==> config.mk <==
export PLATFORM = sky130hd
export DESIGN_NAME = fetch_unit
export DESIGN_NICKNAME = d
export VERILOG_FILES = /design/src/rtl/cpu_types_pkg.sv /design/src/rtl/fetch_perf_ctr.sv /design/src/rtl/fetch_unit.sv
export SDC_FILE = /design/constraint.sdc
export NUM_CORES = 1
export LEC_CHECK = 0
export CAP_MARGIN = 20
export CORE_UTILIZATION = 42
export DETAILED_ROUTE_END_ITERATION = 12
export GPL_TIMING_DRIVEN = 0
export PLACE_DENSITY = 0.81
export SLEW_MARGIN = 30
export SYNTH_ARGS = -nofsm -noshare
export SYNTH_HDL_FRONTEND = slang
export SYNTH_HIERARCHICAL = 1
export SYNTH_SLANG_ARGS = --single-unit
==> constraint.sdc <==
create_clock -name CLK -period 2.1 [get_ports CLK]
set_input_delay 0.21 -clock CLK [delete_from_list [all_inputs] [get_ports CLK]]
set_output_delay 0.21 -clock CLK [all_outputs]
set_load 0.005 [all_outputs]
==> src/rtl/cpu_types_pkg.sv <==
// Shared CPU types for the fetch path: word/opcode types, the HALT opcode
// and the fetch FSM state encoding.
package cpu_types_pkg;

    typedef logic [31:0] word_t;
    typedef logic [5:0]  opcode_t;

    localparam opcode_t OP_HALT = 6'b111111;
    localparam word_t   PC_STEP = 32'd4;

    typedef enum logic [1:0] {
        IDLE,
        FETCH,
        DRAIN,
        HALTED
    } fetch_state_t;

    function automatic logic is_halt(input word_t w);
        return w[31:26] == OP_HALT;
    endfunction

endpackage

==> src/rtl/fetch_perf_ctr.sv <==
// Fetch performance counters: captured words and fetch-stall cycles.
// Instantiated by fetch_unit only when FETCH_PERF_EN is defined.
import cpu_types_pkg::*;

module fetch_perf_ctr (
    input  logic  CLK,
    input  logic  nRST,
    input  logic  cap_i,
    input  logic  stall_i,
    output word_t fetch_count_o,
    output word_t stall_cycles_o
);

    word_t fcnt_q, fcnt_d;
    word_t scnt_q, scnt_d;

    always_comb begin
        fcnt_d = fcnt_q;
        scnt_d = scnt_q;
        if (cap_i)   fcnt_d = fcnt_q + 32'd1;
        if (stall_i) scnt_d = scnt_q + 32'd1;
    end

    always_ff @(posedge CLK) begin
        if (!nRST) begin
            fcnt_q <= '0;
            scnt_q <= '0;
        end else begin
            fcnt_q <= fcnt_d;
            scnt_q <= scnt_d;
        end
    end

    assign fetch_count_o  = fcnt_q;
    assign stall_cycles_o = scnt_q;

endmodule

==> src/rtl/fetch_unit.sv <==
// Instruction fetch stage: icache handshake, IF output register, HALT drain.
// Optional counters (fetch_count/stall_cycles) enabled by FETCH_PERF_EN.
import cpu_types_pkg::*;

module fetch_unit (
    input  logic  CLK,
    input  logic  nRST,
    input  word_t imemaddr,
    input  logic  ihit,
    input  word_t imemload,
    input  logic  stall,
    input  logic  flush,
    output logic  iREN,
    output logic  pcEN,
    output logic  halt,
    output word_t instr,
    output word_t npc,
    output logic  instr_valid
`ifdef FETCH_PERF_EN
   ,output word_t fetch_count,
    output word_t stall_cycles
`endif
);

    fetch_state_t state_q, state_d;
    word_t        instr_q, instr_d;
    word_t        npc_q, npc_d;
    logic         valid_q, valid_d;

    logic slot_free;
    logic cap;
    logic cap_halt;

    assign slot_free = !valid_q || !stall;

    always_ff @(posedge CLK) begin
        if (!nRST) begin
            state_q <= IDLE;
            instr_q <= '0;
            npc_q   <= '0;
            valid_q <= 1'b0;
        end else begin
            state_q <= state_d;
            instr_q <= instr_d;
            npc_q   <= npc_d;
            valid_q <= valid_d;
        end
    end

    always_comb begin
        state_d = state_q;
        instr_d = instr_q;
        npc_d   = npc_q;
        valid_d = valid_q;
        unique case (state_q)
            IDLE: state_d = FETCH;
            FETCH: begin
                if (flush) begin
                    valid_d = 1'b0;
                end else if (cap) begin
                    instr_d = imemload;
                    npc_d   = imemaddr + PC_STEP;
                    valid_d = 1'b1;
                    if (cap_halt) state_d = DRAIN;
                end else if (!ihit && !stall) begin
                    valid_d = 1'b0;
                end
            end
            // The HALT word waits here until consumed or squashed.
            DRAIN: begin
                if (flush) begin
                    valid_d = 1'b0;
                    state_d = FETCH;
                end else if (!stall) begin
                    valid_d = 1'b0;
                    state_d = HALTED;
                end
            end
            HALTED: valid_d = 1'b0;
            default: state_d = IDLE;
        endcase
    end

    always_comb begin
        iREN     = 1'b0;
        pcEN     = 1'b0;
        halt     = 1'b0;
        cap      = 1'b0;
        cap_halt = 1'b0;
        unique case (state_q)
            IDLE: ;
            FETCH: begin
                iREN     = 1'b1;
                cap      = !flush && ihit && slot_free;
                cap_halt = cap && is_halt(imemload);
                pcEN     = flush || (cap && !cap_halt);
            end
            DRAIN:  pcEN = flush;
            HALTED: halt = 1'b1;
            default: ;
        endcase
    end

    assign instr       = instr_q;
    assign npc         = npc_q;
    assign instr_valid = valid_q;

`ifdef FETCH_PERF_EN
    logic perf_stall;

    assign perf_stall = iREN && !pcEN && !flush;

    fetch_perf_ctr u_perf (
        .CLK            (CLK),
        .nRST           (nRST),
        .cap_i          (cap),
        .stall_i        (perf_stall),
        .fetch_count_o  (fetch_count),
        .stall_cycles_o (stall_cycles)
    );
`endif

endmodule

# Word level (Yosys, flattened, before mapping)
# Cells that the tools add are included.
dict set report totals {
  regBits 67
  latch_bits 0
  ram_bits 0
  rom_bits 0
  in_bits 69
  out_inout_bits 68
  wordCells 50
  memories 0
}
dict set report classes {
  addsub 1
  n_mul 0
  div 0
  magnitude_cmp 0
  n_eq_ne 9
  shifts 0
  mux 17
  n_bitwise 1
  n_reduce_logical 18
}
# op n
set ops {}
lappend ops {{adder 32 x 3 -> 32 bit, second input constant} 1}
lappend ops {{two-way mux 2 bit} 5}
lappend ops {{two-way mux 1 bit} 9}
lappend ops {{equality test 6 bit, second input constant} 1}
lappend ops {{!= test 2 bit, second input constant} 3}
lappend ops {{case mux 2 bit (3 select lines)} 1}
lappend ops {{AND reduction 3 bit} 2}
lappend ops {{nonzero test 3 bit} 2}
lappend ops {{logical AND 1 bit} 5}
lappend ops {{logical NOT 1 bit} 5}
lappend ops {{AND reduction 5 bit} 1}
lappend ops {{equality test 2 bit, second input constant} 2}
lappend ops {{!= test 4 bit, second input constant} 1}
lappend ops {{!= test 3 bit, second input constant} 1}
lappend ops {{case mux 1 bit (3 select lines)} 1}
lappend ops {{equality test 2 x 1 -> 1 bit, second input constant} 1}
lappend ops {{logical NOT 2 bit} 1}
lappend ops {{logical OR 1 bit} 2}
lappend ops {{case mux 1 bit (2 select lines)} 1}
lappend ops {{inverter 1 bit} 1}

# Depth between registers and ports, before layout
dict set report logic_depth {
  depth_word 9
  mapped_depth 7
  depth_no_buf 6
}

# Worst setup path before layout
# No wires, ideal clock.
dict set report synth_timing {
  kind {register -> register}
  from {register state_q[1]}
  to {register instr_q[25] (netlist: instr[25])}
  setup_ps 70
  arrival_ps 1482
  required_ps 2030
  slack_ps 548
  stages_incl_launch_ff 8
  n_path_buf 2
  period_less_slack_ps 1552
  cell_sequence {dfxtp_1 -> inv_1 -> ha_1 -> o2111ai_1 -> buf_2 -> buf_1 -> nand2_1 -> a21oi_1}
}
dict set report synth_between {
  elab_chain_len 3
}
# element line_no
set synth_rtl {}
lappend synth_rtl {{from (decl)} fetch_unit.sv:25} ;# fetch_state_t state_q, state_d;
lappend synth_rtl {{from (signal assigned)} fetch_unit.sv:43} ;# state_q <= state_d;
lappend synth_rtl {{equality test 2 x 1 -> 1 bit (*)} {fetch_unit.sv:55, fetch_unit.sv:90}}
lappend synth_rtl {{two-way mux 1 bit} fetch_unit.sv:90} ;# unique case (state_q)
lappend synth_rtl {{AND reduction 3 bit (no source line) (*)} n/a}
lappend synth_rtl {{to (signal assigned)} fetch_unit.sv:44} ;# instr_q <= instr_d;
lappend synth_rtl {{to (decl)} fetch_unit.sv:26} ;# word_t instr_q, instr_d;
# Mark *: on every way between the ends. The rest lies on a longest branch, timed or not.
# A chain may end at the register's enable or synchronous reset.

# Worst setup path in the final report
dict set report layout_timing {
  from {input imemaddr[2]}
  to {register npc_q[18] (netlist: npc[18])}
}
dict set report layout_between {
  elab_chain_len 1
}
# element line_no
set layout_rtl {}
lappend layout_rtl {{from (decl)} fetch_unit.sv:8} ;# input word_t imemaddr,
lappend layout_rtl {{adder 32 x 3 -> 32 bit} fetch_unit.sv:62} ;# npc_d = imemaddr + PC_STEP;
lappend layout_rtl {{to (signal assigned)} fetch_unit.sv:45} ;# npc_q <= npc_d;
lappend layout_rtl {{to (decl)} fetch_unit.sv:27} ;# word_t npc_q, npc_d;
# No other way between the ends.

==> qor.log <==
[timing] count of endpoints failing setup in the final report 0
[global_routing] wire length of the first global-routing pass 13420 µm
[clock_tree] Root Driver sky130_fd_sc_hd__clkbuf_8
[global_routing] total routing resource utilization after global routing 23.02%
[layout] number of diodes added for antenna fixing 0
[timing] Worst Clk Skew 0.007143 ns
[detailed_routing] number of design rule violations left after detail routing 0
[worst_setup_path] nature of the critical path startpoint input pin
[worst_setup_path] peak per-stage delay on the critical path 0.60 ns
[layout] area of all placed cells without fillers 4730 µm²
[floorplanning] standard cell core area 6869 µm²
[clock_tree] hold bufs inserted after CTS 0
[clock_tree] CTS clock-pin slew for the worst setup and hold paths 0.07 ns
[timing] min cycle time layout 1.964 ns
[clock_tree] insertion delay of the later-clocked pin in the worst-skew pair 0.33 ns
[synth] synthesized area per cell 8.257 µm²
[layout] post-route non-filler standard cell count 612
[detailed_routing] Final ANT Viol Nets 0
[synth] fraction of the yosys area taken by sequential cells 44.63%
[clock_tree] Clock Tree Buf Depth 2
[worst_setup_path] Worst R2R End npc[23]$_SDFFE_PN0P_
[job] reported max-cap violation count 0
[clock_tree] count of cells resized by post-cts repair 0
[timing] Slew Viols, Final 0
[placed_design] weighted congestion at the end of routability-driven global placement 0.7782
[layout] synthesis-to-layout area growth 57.37%
[timing] peak clock frequency supported by timing 509.2 MHz
[synth] number of synthesis warnings 6
[placed_design] placed instance count 596
[hold_path] Hold Crit Class input pin to flop
[clock_tree] post-CTS setup repair buffer count 0
[worst_setup_path] Critical Path Source imemaddr[2]
[timing] Final Hold Vio Count 0
[placed_design] number of I/O port buffers 136
[global_routing] maximum number of pins on one net before global-route repair 13
[floorplanning] die width 86.59 µm
[worst_setup_path] Setup CP Type input pin to flop
[floorplanning] standard-cell rows 30
[global_routing] initial antenna violation count 0
[timing] worst hold-check slack 0.1834 ns
[timing] summed negative setup slack over all endpoints 0 ns
[detailed_routing] routed wire length 8584 µm
[layout] layout cells sized above 1 6.589%
[synth] distinct cell type count after synthesis 36
[worst_setup_path] slowest stage cell, crit path sky130_fd_sc_hd__clkdlybuf4s50_1
[pwr] P_leak 1.695 nW
[global_routing] via count of the first global-routing pass 2869
[worst_setup_path] Crit Reg-Reg Startpoint state_q[1]$_SDFFE_PN0P_
[worst_setup_path] path depth of the worst reg2reg path 7
[global_routing] aggregate global routing overflow 0
[clock_tree] CTS Buf Count 9
[timing] tightest slew margin relative to the limit 60.92%
[timing] worst-margin pin slew 0.5818 ns
[worst_setup_path] Register-to-Register Setup Slack 0.28 ns
[floorplanning] I/O Pins 137
[synth] gate count after technology mapping 364
[floorplanning] die footprint 7498 µm²
[clock_tree] clock tree from TritonCTS yes
[detailed_routing] vias after detailed routing 3077
[synth] total of flip-flops plus latches after synthesis 67
[placed_design] placed wire-length estimate after detailed placement 6552 µm
[timing] final worst setup slack 0.1362 ns
[worst_setup_path] required time of the critical path 2.36 ns
[worst_setup_path] worst-path maximum fanout 4
[synth] Synth Cell Area 3005 µm²
[pwr] pwr/cell area 767.4 nW/µm²
[clock_tree] CTS HTree Levels 3
[worst_setup_path] arrival time of data at the critical path endpoint 2.23 ns
[detailed_routing] count of routing violations after the opening detailed-route iteration 87
[clock_tree] CTS sink count 67
[floorplanning] height of the die 86.59 µm
[placed_design] worst-case setup slack after placement -0.2932 ns
[detailed_routing] Vias per Instance 5.028
[synth] Synthesized Nets 440
[run_status] status finished, final reports clean
[detailed_routing] average wire length per cell after detail routing 14.03 µm
[worst_setup_path] end of the critical path npc[18]$_SDFFE_PN0P_
[timing] RSZ-0062 raised after global routing no
[timing] final cycle utilization of the critical path 93.52%
[layout] Final #Nets 587
[layout] Finished Core Util 68.85%
[pwr] worst-case vdd ir drop 0.4056 mV
[floorplanning] initial core utilization 43.75%
[worst_setup_path] critical path endpoint category flop
[placed_design] placed cell area 4487 µm²
[pwr] Total Power 3.629 mW
[layout] number of filler instances in the final layout 600
[worst_setup_path] critical-path cell list clkdlybuf4s50_1 > ha_1 > nand3_1 > nor4_4 > nand4_1 > xor2_1 > a21oi_1
[detailed_routing] number of search-and-repair iterations in the first detailed-routing pass 4
## worst max-delay path: cells and delay by family
kind | cells | cell delay, ns
compound gates | 1 | 0.14
buf+inv | 1 | 0.60
simple gates | 3 | 0.86
fa+ha+maj | 1 | 0.26
xor+xnor | 1 | 0.16
## flip-flops by register name, summed over array words and instances, names as in the netlist
signal and count:
instr 32, instr_valid 1, npc 32, state_q 2
## power by group
| group | switching [mW] | internal [mW] | total [mW] |
|---|---|---|---|
| clock | 0.491 | 0.666 | 1.16 |
| combinational | 0.429 | 0.536 | 0.965 |
| sequential | 0.0891 | 1.42 | 1.51 |
## layout by cell type (no fill, tap or decap), types with 3 or more instances in the layout
cell type,n
sky130_fd_sc_hd__ha_1,6
sky130_fd_sc_hd__clkinv_2,3
sky130_fd_sc_hd__dfxtp_1,64
sky130_fd_sc_hd__nand2_1,79
sky130_fd_sc_hd__o21ai_0,17
sky130_fd_sc_hd__nand4_1,8
sky130_fd_sc_hd__xnor2_1,7
sky130_fd_sc_hd__mux2i_1,3
sky130_fd_sc_hd__inv_1,6
sky130_fd_sc_hd__and3_1,3
sky130_fd_sc_hd__buf_2,3
sky130_fd_sc_hd__a211oi_1,10
sky130_fd_sc_hd__nor2_1,17
sky130_fd_sc_hd__buf_1,3
sky130_fd_sc_hd__dlymetal6s2s_1,3
sky130_fd_sc_hd__xor2_1,21
sky130_fd_sc_hd__nand2b_1,3
sky130_fd_sc_hd__dfxtp_2,3
sky130_fd_sc_hd__nand3_1,16
sky130_fd_sc_hd__a21o_1,3
sky130_fd_sc_hd__clkbuf_1,14
sky130_fd_sc_hd__clkdlybuf4s50_1,133
sky130_fd_sc_hd__nor4_4,3
sky130_fd_sc_hd__nor3_1,3
sky130_fd_sc_hd__a21oi_1,53
sky130_fd_sc_hd__clkbuf_8,9
## cell usage after synthesis
cell type	count	share of area, %
sky130_fd_sc_hd__nand4_1	8	1.7
sky130_fd_sc_hd__clkbuf_1	14	1.7
sky130_fd_sc_hd__nand2_4	1	0.37
sky130_fd_sc_hd__buf_2	3	0.50
sky130_fd_sc_hd__and2_1	1	0.21
sky130_fd_sc_hd__inv_1	7	0.87
sky130_fd_sc_hd__nor3_1	3	0.50
sky130_fd_sc_hd__nor2_1	17	2.1
sky130_fd_sc_hd__nor2b_1	1	0.21
sky130_fd_sc_hd__nor4_2	1	0.42
sky130_fd_sc_hd__dfxtp_1	67	45
sky130_fd_sc_hd__and3_1	3	0.62
sky130_fd_sc_hd__nor4_4	2	1.4
sky130_fd_sc_hd__and4_1	2	0.58
sky130_fd_sc_hd__xor2_1	21	6.1
sky130_fd_sc_hd__nand2_1	79	9.9
sky130_fd_sc_hd__o211a_1	1	0.33
sky130_fd_sc_hd__a22oi_1	1	0.25
sky130_fd_sc_hd__mux2i_1	3	1.0
sky130_fd_sc_hd__a221o_1	1	0.33
sky130_fd_sc_hd__buf_1	3	0.37
sky130_fd_sc_hd__a211oi_1	10	2.5
sky130_fd_sc_hd__o21ai_0	17	2.8
sky130_fd_sc_hd__a21oi_1	53	8.8
sky130_fd_sc_hd__a21o_1	3	0.75
sky130_fd_sc_hd__xnor2_1	7	2.0
sky130_fd_sc_hd__nor3_2	1	0.33
sky130_fd_sc_hd__nand4_2	1	0.42
sky130_fd_sc_hd__ha_1	7	2.9
sky130_fd_sc_hd__nand3_1	17	2.8
sky130_fd_sc_hd__nand4_4	1	0.71
sky130_fd_sc_hd__inv_2	1	0.12
sky130_fd_sc_hd__nand3_2	1	0.33
sky130_fd_sc_hd__o2111ai_1	1	0.29
sky130_fd_sc_hd__nand2b_1	3	0.62
sky130_fd_sc_hd__o21ai_1	2	0.33
## cell families after synthesis
logic type	share of synthesized area (%)
mux	0.9992
xor+xnor	8.160
flops	44.63
simple gates	23.23
fa+ha+maj	2.914
buf+inv	3.622
compound gates	16.44
## worst min path at each step
stage	endpoint	slack, ns	start	depth (start not counted)
6_report	instr[30]$_SDFFE_PN0P_	0.18	imemload[30]	3
5_1_grt	instr[30]$_SDFFE_PN0P_	0.17	imemload[30]	3
4_1_cts	instr[19]$_SDFFE_PN0P_	0.41	imemload[19]	3
3_5_place_dp	instr[13]$_SDFFE_PN0P_	0.45	instr[13]$_SDFFE_PN0P_	2
3_3_place_gp	instr[24]$_SDFFE_PN0P_	0.44	instr[24]$_SDFFE_PN0P_	2
2_1_floorplan	npc[2]$_SDFFE_PN0P_	0.31	imemaddr[2]	1
## cell type report
class | instances | area (µm²) | share of cell area, %
plain buffers | 20 | 78.83 | 1.667
repair buffers | 136 | 1369 | 28.94
inverters | 8 | 30.03 | 0.6349
flip-flops and latches | 67 | 1345 | 28.44
clock inverters | 7 | 91.34 | 1.931
clock buffers | 9 | 123.9 | 2.619
well taps | 96 | 120.1 | 2.540
multi-input cells | 269 | 1572 | 33.23
## per-layer routing
metal / GRT usage, % / part of all wire (%) / up-vias
met1: 26.98 / 43 / 1409
met3: 6.381 / 8.9 / 13
li1: - / - / 1532
met5: 0 / 0 / -
met4: 7.727 / 1.3 / 0
met2: 40.48 / 47 / 123
Power figures use the tool's default switching activity.
==> edit 1, RTL diff (config.mk and constraints unchanged) <==
The option `FETCH_PERF_EN` is turned on by a define.
--- a/src/rtl/fetch_unit.sv
+++ b/src/rtl/fetch_unit.sv
@@ -2,2 +2,4 @@
 // Optional counters (fetch_count/stall_cycles) enabled by FETCH_PERF_EN.
+`define FETCH_PERF_EN
+
 import cpu_types_pkg::*;
Check against the original RTL (old outputs only; new: fetch_count and stall_cycles): equivalent (Yosys induction, for registers that start in step).
==> edit 1 against the original RTL <==
  * The flow now finishes with violations (setup timing)
  * Setup slack got worse by 0.46 ns
  * Sequential cell count grew 64
  * Non-clock buffer count increased by 104
  * Synthesized area is 100% higher
  * Wire length grew 120%
  * Sequential share of layout area is 0.67 points lower
  * Fmax decreased by 19%
  * Final area up 100%
  * Final cell count grew 89%
  * Largest cell class unchanged
  * Utilization down 1.1 points
  * Total power up 76%
==> edit 1: results <==
export IMPL_h_tree_depth=4
export IMPL_grt_usage=0.251
export IMPL_reg2reg_depth=9
export IMPL_grt_pass1_vias=6050
export IMPL_drive_gt1_frac=0.154
export IMPL_clock_skew_ns=0.00736
export IMPL_arrival_ns=2.77
export IMPL_clkPwrFrac=0.486
export IMPL_cpMaxStageDelayCell="or4_4"
export IMPL_cts_buffers=17
export IMPL_critical_path_top_delay_family="simple AND/OR/NAND/NOR gates"
export IMPL_n_fill_cell=1119
export IMPL_cpPeakStageDelay_ns=0.53
export IMPL_portBuffers=200
export IMPL_min_from="imemload[17]"
export IMPL_dpl_hpwl_um=12500
export IMPL_post_route_cell_area_um2=9480
export IMPL_final_setup_worst_slack_ns=-0.321
export IMPL_gp_congestion=0.904
export IMPL_vias=6314
export IMPL_r2r_start="state_q[1]"
export IMPL_syn_inst=720
export IMPL_violations="setup timing"
export IMPL_timing_hold_ws_ns=0.335
export IMPL_clk_insertion_delay_late_ns=0.41
export IMPL_synthTopCellsByArea="dfxtp_1 (43%), nand2_1 (7.1%), a21oi_1 (7.0%)"
export IMPL_timing_rr_end="u_perf/stall_cycles_o[29]"
export IMPL_p_comb_uw=680
export IMPL_placement_cell_area_um2=8370
export IMPL_synth_seq_area_share=0.434
export IMPL_dr_first_iter_drc_count=340
export IMPL_status="finished with violations"
export IMPL_whs_endpoint="instr[17]"
export IMPL_switchingPower_uw=1500
export IMPL_grt_max_degree=17
export IMPL_viasPerCell=5.45
export IMPL_synth_cell_types=49
export IMPL_worstMarginPinSlew_ns=0.844
export IMPL_cts_buffer_depth=2
export IMPL_cts_root_buffer="clkbuf_16"
export IMPL_grt_pass1_wl_um=29200
export IMPL_nets=1042
export IMPL_vdd_drop_max_v=0.000633
export IMPL_dp_cells=1100
export IMPL_crit_fanout=7
export IMPL_power_static_leakage_uw=0.00326
export IMPL_synth_commonest_cells="dfxtp_1 (131), nand2_1 (114), a21oi_1 (85), nor2_1 (47), nand3_1 (34)"
export IMPL_synth_nets=797
export IMPL_detail_route_wl_per_cell_um=16.5
export IMPL_setup_viol=27
-- edit 1: cell count changes after synthesis, moves of 10 or more --
cell | unedited run | this run
o31ai_1 | 0 | 18
nand3_1 | 17 | 34
nor3_1 | 3 | 13
o21ai_0 | 17 | 31
a21oi_1 | 53 | 85
xnor2_1 | 7 | 23
or4_1 | 0 | 21
nand4_1 | 8 | 22
or3_1 | 0 | 12
nor2_1 | 17 | 47
dfxtp_1 | 67 | 131
nand2_1 | 79 | 114
-- edit 1: worst min-delay path, delay by kind of cell --
kind,cells,cell delay (ns)
and+or+nand+nor,1,0.05
buffers and inverters,1,0.39
AOI/OAI and AO/OA,1,0.05
-- edit 1: how the worst max path moves through the flow --
stage,start,end,slack (ns),cells past startpoint
final,state_q[1],u_perf/stall_cycles_o[29],-0.32,9
after global placement,ihit,u_perf/fetch_count_o[21],-1.09,13
after CTS,state_q[1],u_perf/stall_cycles_o[27],-0.35,10
after floorplan,state_q[1],u_perf/fetch_count_o[21],-0.57,14
after detailed placement,ihit,u_perf/fetch_count_o[17],-1.12,13
after global routing,state_q[1],u_perf/stall_cycles_o[29],-0.39,9
-- edit 1: repair_timing --
item,4_1_cts,5_1_grt
gates resized for setup,48,40
endpoints found under the setup margin,43,69
pin swaps,23,17
gates cloned,3,0
buffers inserted,47,3
-- edit 1: per-stage QoR --
| stage | total power [uW] | setup TNS, ns | setup WS (ns) |
|---|---|---|---|
| 6_report | 6380 | -4.65 | -0.321 |
| 5_1_grt | 6580 | -6.92 | -0.391 |
| 4_1_cts | 6420 | -6.23 | -0.351 |
| 3_5_place_dp | 3290 | -34.61 | -1.12 |
| 3_3_place_gp | 3280 | -32.18 | -1.09 |
| 2_1_floorplan | 2910 | -11.27 | -0.568 |
-- edit 1: cells by family after synthesis --
kind of cell,count (synthesis),share of synthesized area
flip-flops,131,0.434
AND/OR/NAND/NOR,317,0.273
adder cells (fa/ha/maj),8,0.0166
multiplexers,12,0.0199
buffers and inverters,47,0.0383
XOR/XNOR,53,0.0768
AO/OA/AOI/OAI,152,0.142
-- edit 1: cell type report --
type | count | area share
Clock inverter | 12 | 0.0162
Clock buffer | 20 | 0.0492
Sequential cell | 131 | 0.278
Inverter | 11 | 0.00634
Multi-Input combinational cell | 543 | 0.371
Timing Repair Buffer | 231 | 0.239
Tap cell | 180 | 0.0238
Buffer | 29 | 0.0153
Timing Repair inverter | 1 | 0.000924
-- edit 1: metal layers --
metal | share of wire | track usage
met5 | 0 | 0
met4 | 0.015 | 0.0787
met3 | 0.085 | 0.0932
met2 | 0.50 | 0.447
met1 | 0.40 | 0.274
==> edit 2, RTL diff (same settings) <==
Without the edit above. The 4 states of `fetch_state_t` get a one-hot encoding in 4 bits.
--- a/src/rtl/cpu_types_pkg.sv
+++ b/src/rtl/cpu_types_pkg.sv
@@ -10,7 +10,7 @@
 
-    typedef enum logic [1:0] {
-        IDLE,
-        FETCH,
-        DRAIN,
-        HALTED
+    typedef enum logic [3:0] {
+        IDLE   = 4'b0001,
+        FETCH  = 4'b0010,
+        DRAIN  = 4'b0100,
+        HALTED = 4'b1000
     } fetch_state_t;
Function: same outputs for any inputs over 4 cycles, from zero or initial values and one cycle with nRST low; so few cycles prove little.
==> edit 2 against the original RTL <==
  * Sequential share of layout area rose by 0.19 points
  * Fmax fell by 3.4%
  * Sequential cell count rose by 2
  * Critical path type is now reg -> out
  * Synthesized area rose by 3.2%
  * Final area rose by 2.9%
  * Largest cell class unchanged
  * Clock skew rose by 0.0040 ns
  * Non-clock buffer count rose by 7
  * Highest routed layer unchanged
  * Setup slack got worse by 0.070 ns
  * Die area rose by 3.1%
  * Wire length rose by 11%
Power is not compared: it rests on default switching activity, and its combinational part moved more than twofold at a synthesized area within 25%.
==> edit 2: results <==
export IMPL_syn_avg_cell_area_um2=8.01
export IMPL_cts_root_buffer="clkbuf_8"
export IMPL_dr_first_iter_drc_count=81
export IMPL_portBuffers=136
export IMPL_critical_path_top_delay_family="buffers and inverters"
export IMPL_h_tree_depth=3
export IMPL_hp_class="in -> reg"
export IMPL_dpl_hpwl_um=7130
export IMPL_placement_cell_area_um2=4580
export IMPL_synth_nets=457
export IMPL_vdd_drop_max_v=0.000321
export IMPL_synth_cell_types=42
export IMPL_dr_pass1_iters=4
export IMPL_ys_warn_count=6
export IMPL_dp_cells=619
export IMPL_drive_gt1_frac=0.0852
export IMPL_clock_skew_ns=0.0111
export IMPL_grt_pass1_wl_um=14700
export IMPL_antenna_cells=0
export IMPL_wl_met3_um=776
export IMPL_synthTopCellsByArea="dfxtp_1 (45%), nand2_1 (9.7%), a21oi_1 (6.9%)"
export IMPL_use_met2=0.446
export IMPL_nets=605
export IMPL_wl_met1_um=4010
export IMPL_highest_layer="met4"
export IMPL_grt_max_degree=19
export IMPL_arrival_ns=1.82
export IMPL_total_power_uw=2800
export IMPL_grtUsageMet1=0.278
export IMPL_slew_headroom=0.692
export IMPL_grt_usage=0.243
export IMPL_crit_fanout=5
export IMPL_power_static_leakage_uw=0.00163
export IMPL_vias=3452
export IMPL_grt_pass1_vias=3200
export IMPL_n_fill_cell=539
export IMPL_clk_insertion_delay_late_ns=0.34
export IMPL_synth_commonest_cells="nand2_1 (80), dfxtp_1 (69), a21oi_1 (43), o21ai_0 (30), clkbuf_1 (18)"
export IMPL_detail_route_wl_per_cell_um=14.9
export IMPL_synth_seq_area_share=0.446
export IMPL_dp_worst_setup_slack_ns=-0.683
export IMPL_status="finished clean"
export IMPL_combPwrFrac=0.158
export IMPL_cpPeakStageDelay_ns=0.49
export IMPL_gp_congestion=0.904
export IMPL_cpMaxStageDelayCell="clkdlybuf4s50_1"
export IMPL_drt_total_wl_um=9500
export IMPL_yosysMostFrequentCell="nand2_1"
export IMPL_route_met2_wl_um=4590
export IMPL_use_met3=0.0509
[edit 2: stage by stage]
step                 util  TNS [ns]
global placement    0.660     -4.80
floorplan               -         0
detailed placement  0.660     -8.35
global route        0.701  -0.00617
CTS                 0.694         0
finish              0.701         0
[edit 2: final cells by class]
| type | instances | area, um^2 | area share |
|---|---|---|---|
| Buffer | 22 | 106 | 0.0219 |
| Multi-Input combinational cell | 287 | 1650 | 0.339 |
| Clock buffer | 11 | 141 | 0.0291 |
| Tap cell | 96 | 120 | 0.0247 |
| Inverter | 5 | 18.8 | 0.00386 |
| Sequential cell | 69 | 1390 | 0.286 |
| Timing Repair Buffer | 141 | 1400 | 0.288 |
| Clock inverter | 5 | 36.3 | 0.00746 |
[edit 2: path summary, 6_finish.rpt]
check                                 to  slack (ns)  cells after the start        start
worst max-delay path                iREN        0.07                      4   state_q[2]
worst min-delay path              npc[8]        0.40                      3  imemaddr[8]
worst max register to register  instr[5]        0.12                      8   state_q[2]
worst min register to register    npc[0]        0.45                      2       npc[0]
[edit 2: kinds of logic (layout without fill, tap and decap cells)]
| family | after synthesis | after routing | share of synthesized area |
|---|---|---|---|
| fa+ha+maj | 1 | 1 | 0.00403 |
| compound gates | 113 | 113 | 0.211 |
| buf+inv | 31 | 184 | 0.0424 |
| simple gates | 158 | 158 | 0.254 |
| xor+xnor | 14 | 14 | 0.0395 |
| mux | 1 | 1 | 0.00323 |
| flops | 69 | 69 | 0.446 |
[edit 2: repair_timing]
action	CTS	global route
gates cloned	0	0
setup endpoints to repair	63	18
setup buffers	4	1
pin swaps	2	4
resized for setup	14	15
[edit 2: worst min-delay path: stages]
cell	delay (ns)
dlymetal6s2s_1	0.18
xor2_1	0.20
a211oi_1	0.09
